## src/rtl/validate_mcount_pkg.sv

```systemverilog
// Shared defaults for the multi-channel confidence validator.
package validate_mcount_pkg;

    localparam int unsigned DEF_NCH          = 4;
    localparam int unsigned DEF_NBITS        = 16;
    localparam int unsigned DEF_CW           = 3;
    localparam int unsigned DEF_TOL          = 0;
    localparam int unsigned DEF_HOLD_ON_LOSS = 0;

endpackage

```

## src/rtl/validate_mcount_if.sv

```systemverilog
// Sample-in / validated-status-out bundle between timing detectors and status registers.
interface validate_mcount_if
    import validate_mcount_pkg::*;
#(
    parameter int unsigned NCH   = DEF_NCH,
    parameter int unsigned NBITS = DEF_NBITS
);
    logic [NCH-1:0]       i_v;
    logic [NCH*NBITS-1:0] i_val;
    logic [NCH*NBITS-1:0] o_val;
    logic [NCH-1:0]       o_locked;
    logic [NCH-1:0]       o_event;

    modport master (
        output i_v, i_val,
        input  o_val, o_locked, o_event
    );

    modport slave (
        input  i_v, i_val,
        output o_val, o_locked, o_event
    );
endinterface

```

## src/rtl/validate_mcount_chan.sv

```systemverilog
// One validator channel: sample stage, saturating confidence counter with
// forwarded reference compare, and registered value/lock/event outputs.
module validate_chan
    import validate_mcount_pkg::*;
#(
    parameter int unsigned NBITS        = DEF_NBITS,
    parameter int unsigned CW           = DEF_CW,
    parameter int unsigned TOL          = DEF_TOL,
    parameter int unsigned HOLD_ON_LOSS = DEF_HOLD_ON_LOSS
) (
    input  logic             i_clk,
    input  logic             i_reset_n,
    input  logic             i_v,
    input  logic [NBITS-1:0] i_val,
    output logic [NBITS-1:0] o_val,
    output logic             o_locked,
    output logic             o_event
);
    localparam logic [CW-1:0] MAXCNT = {CW{1'b1}};
    localparam logic [NBITS:0] TOL_W = (NBITS+1)'(TOL);

    logic             r_v1;
    logic [NBITS-1:0] r_d1;
    logic             r_match1;
    logic             r_empty1;
    logic [NBITS-1:0] r_ref;
    logic [CW-1:0]    r_cnt;
    logic [NBITS-1:0] r_oval;
    logic             r_locked;
    logic             r_event;

    logic [NBITS-1:0] w_ref_next;
    logic [CW-1:0]    w_cnt_next;
    logic [NBITS:0]   w_diff;
    logic             w_match;
    logic             w_locked_next;

    // Counter/reference update for the sample held in stage 1
    always_comb begin
        w_ref_next = r_ref;
        w_cnt_next = r_cnt;
        if (r_v1) begin
            if (r_empty1) begin
                w_ref_next = r_d1;
                w_cnt_next = CW'(1);
            end else if (r_match1) begin
                if (r_cnt != MAXCNT) begin
                    w_cnt_next = r_cnt + CW'(1);
                end
            end else begin
                w_cnt_next = r_cnt - CW'(1);
            end
        end
    end

    // Compare against the reference being written this edge; one extra bit avoids wrap
    always_comb begin
        if (i_val >= w_ref_next) begin
            w_diff = {1'b0, i_val} - {1'b0, w_ref_next};
        end else begin
            w_diff = {1'b0, w_ref_next} - {1'b0, i_val};
        end
        w_match = (w_diff <= TOL_W);
    end

    always_comb begin
        w_locked_next = r_locked;
        if (r_cnt == MAXCNT) begin
            w_locked_next = 1'b1;
        end else if (r_cnt == '0) begin
            w_locked_next = 1'b0;
        end
    end

    always_ff @(posedge i_clk) begin
        if (!i_reset_n) begin
            r_v1     <= 1'b0;
            r_d1     <= '0;
            r_match1 <= 1'b0;
            r_empty1 <= 1'b1;
            r_ref    <= '0;
            r_cnt    <= '0;
            r_oval   <= '0;
            r_locked <= 1'b0;
            r_event  <= 1'b0;
        end else begin
            r_v1     <= i_v;
            r_d1     <= i_val;
            r_match1 <= w_match;
            r_empty1 <= (w_cnt_next == '0);
            r_ref    <= w_ref_next;
            r_cnt    <= w_cnt_next;
            r_locked <= w_locked_next;
            r_event  <= (w_locked_next != r_locked);
            if (r_cnt == MAXCNT) begin
                r_oval <= r_ref;
            end else if ((r_cnt == '0) && (HOLD_ON_LOSS == 0)) begin
                r_oval <= '0;
            end
        end
    end

    assign o_val    = r_oval;
    assign o_locked = r_locked;
    assign o_event  = r_event;

endmodule

```

## src/rtl/validate_mcount.sv

```systemverilog
// Multi-channel measurement validator: independent channels plus bus packing.
module validate_mcount
    import validate_mcount_pkg::*;
#(
    parameter int unsigned NCH          = DEF_NCH,
    parameter int unsigned NBITS        = DEF_NBITS,
    parameter int unsigned CW           = DEF_CW,
    parameter int unsigned TOL          = DEF_TOL,
    parameter int unsigned HOLD_ON_LOSS = DEF_HOLD_ON_LOSS
) (
    input  logic              i_clk,
    input  logic              i_reset_n,
    validate_mcount_if.slave  bus
);
    function automatic int unsigned slice_lo(input int unsigned c);
        return c * NBITS;
    endfunction

    logic [NBITS-1:0] w_val [NCH];
    logic [NCH-1:0]   w_locked;
    logic [NCH-1:0]   w_event;

    for (genvar c = 0; c < NCH; c++) begin : g_ch
        validate_chan #(
            .NBITS        (NBITS),
            .CW           (CW),
            .TOL          (TOL),
            .HOLD_ON_LOSS (HOLD_ON_LOSS)
        ) u_chan (
            .i_clk     (i_clk),
            .i_reset_n (i_reset_n),
            .i_v       (bus.i_v[c]),
            .i_val     (bus.i_val[slice_lo(c) +: NBITS]),
            .o_val     (w_val[c]),
            .o_locked  (w_locked[c]),
            .o_event   (w_event[c])
        );
    end

    always_comb begin
        bus.o_val = '0;
        for (int unsigned c = 0; c < NCH; c++) begin
            bus.o_val[slice_lo(c) +: NBITS] = w_val[c];
        end
    end

    assign bus.o_locked = w_locked;
    assign bus.o_event  = w_event;

endmodule
```

## src/flat_wrapper.sv

```systemverilog
// flat-port wrapper written by rule: the top's interface ports become plain ports
module validate_mcount_flat import validate_mcount_pkg::*;
#(
    parameter int unsigned NCH          = DEF_NCH,
    parameter int unsigned NBITS        = DEF_NBITS,
    parameter int unsigned CW           = DEF_CW,
    parameter int unsigned TOL          = DEF_TOL,
    parameter int unsigned HOLD_ON_LOSS = DEF_HOLD_ON_LOSS
)
  (i_clk, i_reset_n, bus_i_v, bus_i_val, bus_o_val, bus_o_locked, bus_o_event);
  validate_mcount_if #(.NCH(NCH), .NBITS(NBITS)) bus_i ();
  input  logic i_clk;
  input  logic i_reset_n;
  input wire logic [$bits(bus_i.i_v)-1:0] bus_i_v;
  input wire logic [$bits(bus_i.i_val)-1:0] bus_i_val;
  output wire logic [$bits(bus_i.o_val)-1:0] bus_o_val;
  output wire logic [$bits(bus_i.o_locked)-1:0] bus_o_locked;
  output wire logic [$bits(bus_i.o_event)-1:0] bus_o_event;
  assign bus_i.i_v = bus_i_v;
  assign bus_i.i_val = bus_i_val;
  assign bus_o_val = bus_i.o_val;
  assign bus_o_locked = bus_i.o_locked;
  assign bus_o_event = bus_i.o_event;
  validate_mcount #(.NCH(NCH), .NBITS(NBITS), .CW(CW), .TOL(TOL), .HOLD_ON_LOSS(HOLD_ON_LOSS)) u_core (.i_clk(i_clk), .i_reset_n(i_reset_n), .bus(bus_i));
endmodule
```

## config.mk

```make
export PLATFORM = sky130hd
export DESIGN_NAME = validate_mcount_flat
export DESIGN_NICKNAME = d
export VERILOG_FILES = /design/src/rtl/validate_mcount_pkg.sv /design/src/rtl/validate_mcount_if.sv /design/src/rtl/validate_mcount_chan.sv /design/src/rtl/validate_mcount.sv /design/src/flat_wrapper.sv
export SDC_FILE = /design/constraint.sdc
export NUM_CORES = 1
export LEC_CHECK = 0
export CORE_MARGIN = 10
export CORE_UTILIZATION = 50
export CTS_BUF_LIST = sky130_fd_sc_hd__clkbuf_8
export DETAILED_ROUTE_END_ITERATION = 7
export PLACE_DENSITY = 0.79
export SYNTH_ARGS = -nofsm -noshare
export SYNTH_HDL_FRONTEND = slang
export SYNTH_SLANG_ARGS = --single-unit
```

## constraint.sdc

```tcl
create_clock -name i_clk -period 4.9 [get_ports i_clk]
set_input_delay 0.49 -clock i_clk [delete_from_list [all_inputs] [get_ports i_clk]]
set_output_delay 0.49 -clock i_clk [all_outputs]
set_load 0.01 [all_outputs]
```

==> flow_summary.yaml <==
detailed_routing:
  wl_per_cell_um: 16.2
  ant_nets: 0
  via_count: 11700
  initialDrtViolationCount: 677
  drc: 0
  wl_um: 34400
  drt_pre_antenna_iters: 6
  avgViaCountPerCell: 5.54
synth:
  yosys_register_bits: 224
  syn_area_um2: 13600
  synth_top_area_cell: "dfxtp_1"
  synth_most_common_cell: "dfxtp_1"
  yosys.cell_types.count: 69
  async_flop_share_pct: 0
  ys_seq_area_share_pct: 33.1
  synth_edf_count: 0
  ys_top_cells_by_count: "224 x dfxtp_1, 193 x nor2_1, 166 x inv_1"
  synth_top_area_share_pct: 33.1
  synthCells: 1634
  synth_flop_cell: "dfxtp_1"
  synth_nets: 1844
  yosys-top-cells-area: "dfxtp_1 33%, ha_1 13%, mux2i_1 5.4%"
  yosysWarnings: 0
  synth.avg_cell_area_um2: 8.30
cts:
  cts_tree: "yes"
  clock-sinks: 224
  cts_resized: 0
  cts_root_buf: "clkbuf_8"
  cts_hold_buf: 0
  cts_buffer_depth: 3
  post-cts-setup-buffers: 0
  htree_levels: 2
  cts_inserted_buffers: 39
  path_clk_slew_ns: 0.06
  clk_latency_ns: 0.54
worst_setup_path:
  crit_path_end: "u_core.g_ch[2].u_chan.r_match1"
  max_stage_delay_ns: 0.60
  critPathKind: "flop to flop"
  slowest_stage: "ha_1"
  path_cells: "nand2_1 > buf_4 > mux2i_1 > inv_1 > ha_1 > nand4_1 > o41ai_1 > a311oi_1 > a2111oi_0 > nor4b_1 > a31oi_1 > a211oi_1"
  required_ns: 5.33
  ff2ff_setup_slack_ns: 0.61
  worst_r2r_path_depth: 12
  critical_path.max_fanout: 15
  timing.rr.end: "u_core.g_ch[2].u_chan.r_match1"
  cp.arrival_ns: 4.72
  worstSetupEndpointType: "flop"
  cp-start-kind: "flop"
  cp-startpoint: "u_core.g_ch[2].u_chan.r_v1"
  crit-reg2reg-launch: "u_core.g_ch[2].u_chan.r_v1"
worst_hold_path:
  hold_path_class: "flop to flop"
final_layout:
  fillCellCount: 2393
  stdcell_area_um2: 15900
  layout-drive-gt1-share_pct: 5.47
  regArea_um2: 4480
  syn_to_final_growth_pct: 17.2
  nNetsFinal: 1955
  multiInputGateArea_um2: 8100
  finalNonFillerCells: 2116
grt:
  grt_pass1_wl_um: 55600
  grt_start_max_net_pins: 83
  grt-ovfl-total: 0
  grt_use_total_pct: 19.4
  first_global_vias: 11500
  antenna_found_initial: 1
die:
  core-area_um2: 26800
  die_area_um2: 34100
  chipHeight_um: 185
  start_util_pct: 50.6
  ios: 142
  die_w_um: 185
  placementRows: 60
placed_design:
  routabilityCongestion: 0.949
  dp_cells: 2045
  io_buffers: 141
  dpl_cell_area_um2: 15100
  dp_hpwl_um: 25300
pwr:
  power_switching_mw: 1.35
  clockPowerShare_pct: 36.9
  p_comb_share_pct: 20.9
  p_per_area_nw_per_um2: 285
  p_int_mw: 3.18
  power.leakage_nw: 7.45
  power_frac_seq_pct: 42.2
  vdd_ir_drop_max_mv: 0.262
  switching_share_pct: 29.8
sta:
  worstMarginPinSlew_ns: 0.997
  setup_viol: 0
  relSlewSlack_pct: 33.5
  setup_tns_ns: 0
  fmax_mhz: 233
  slew_violations: 0
  post-route-period-util_pct: 87.5
  hold_viol: 0
  rsz0062_at_grt: "no"
  min_period_ns: 4.29
  fin_skew_ns: 0.0216
run_status:
  status: "finished, final reports clean"
job:
  drv_cap: 0
## registers in the layout, indices dropped and copies added, names as in the netlist
| register | flops |
|---|---|
| u_core.g_ch.u_chan.o_val | 64 |
| u_core.g_ch.u_chan.r_cnt | 12 |
| u_core.g_ch.u_chan.o_event | 4 |
| u_core.g_ch.u_chan.o_locked | 4 |
| u_core.g_ch.u_chan.r_empty1 | 4 |
| u_core.g_ch.u_chan.r_ref | 64 |
| u_core.g_ch.u_chan.r_d1 | 64 |
| u_core.g_ch.u_chan.r_match1 | 4 |
| u_core.g_ch.u_chan.r_v1 | 4 |
## how the worst min path moves through the flow
stage	start	endpoint	slack, ns	depth (start not counted)
floorplan	u_core.g_ch[0].u_chan.r_cnt[2]	u_core.g_ch[0].u_chan.o_locked	0.46	2
global placement	u_core.g_ch[2].u_chan.r_cnt[2]	u_core.g_ch[2].u_chan.o_locked	0.47	2
detailed placement	u_core.g_ch[3].u_chan.r_cnt[2]	u_core.g_ch[3].u_chan.o_locked	0.48	2
CTS	u_core.g_ch[0].u_chan.r_cnt[2]	u_core.g_ch[0].u_chan.o_locked	0.49	2
global route	u_core.g_ch[3].u_chan.r_cnt[2]	u_core.g_ch[3].u_chan.o_locked	0.51	2
finish	u_core.g_ch[3].u_chan.r_cnt[2]	u_core.g_ch[3].u_chan.o_locked	0.49	2
## per-stage QoR
step,power [mW],utilization [%],hold WS [ns],setup slack (ns)
floorplan,2.63,-,0.463,0.932
global placement,2.86,56.4,0.472,0.961
detailed placement,2.88,56.4,0.484,0.692
CTS,4.56,59.3,0.492,0.679
global route,4.76,59.3,0.514,0.325
finish,4.52,59.3,0.492,0.610
## cell usage in the layout, fill, tap and decap left out, types with 10 or more instances in the layout
master,count
clkdlybuf4s50_1,140
nand3_1,20
nor3_1,32
nor4_1,10
a221oi_1,11
o21a_1,16
dfxtp_1,224
nor2b_1,61
o21ai_0,54
inv_1,176
o21bai_1,12
mux2i_1,73
a21o_1,31
ha_1,140
nand2_1,71
clkbuf_8,49
a22oi_1,66
a21oi_1,91
nand2b_1,16
xor2_1,15
nand4_1,17
and2_1,48
xnor2_1,28
a31oi_1,19
buf_4,11
a211oi_1,14
nor2_1,193
## worst max-delay path, delay by kind of cell, from the launching register on
family	cells	cell delay (ns)
compound gates	5	1.36
simple gates	3	1.10
fa+ha+maj	1	0.60
buf+inv	2	0.46
flops	1	0.41
mux	1	0.26
## layout make-up
type,count,share of cell area (%)
Tap cell,341,2.68
Antenna cell,1,0.0157
Timing Repair Buffer,152,9.37
Multi-Input combinational cell,1162,50.9
Sequential cell,224,28.2
Inverter,166,3.94
Clock inverter,21,0.630
Clock buffer,49,4.24
## power by group through the flow
stage | logic, mW | registers [mW] | clock network (mW)
6_report | 0.945 | 1.91 | 1.67
3_3_place_gp | 0.913 | 1.95 | 0
5_1_grt | 1.05 | 1.91 | 1.80
2_1_floorplan | 0.689 | 1.94 | 0
3_5_place_dp | 0.931 | 1.95 | 0
4_1_cts | 0.936 | 1.91 | 1.71
## routing by layer
metal | track usage [%] | vias to the layer above | wire [um]
li1 | - | 5895 | -
met1 | 23.8 | 5468 | 15600
met2 | 33.2 | 297 | 16000
met3 | 4.29 | 59 | 1980
met4 | 5.72 | 0 | 786
met5 | 0 | - | 0
## cell families after synthesis
group                    after synthesis  share of synthesized area [%]
flip-flops                           224                           33.1
AO/OA/AOI/OAI                        390                           19.6
multiplexers                          77                           5.72
XOR/XNOR                              43                           2.78
buffers and inverters                248                           7.25
AND/OR/NAND/NOR                      512                           18.6
adder cells (fa/ha/maj)              140                           12.9
Note: power is estimated with default switching activity, not from simulation.
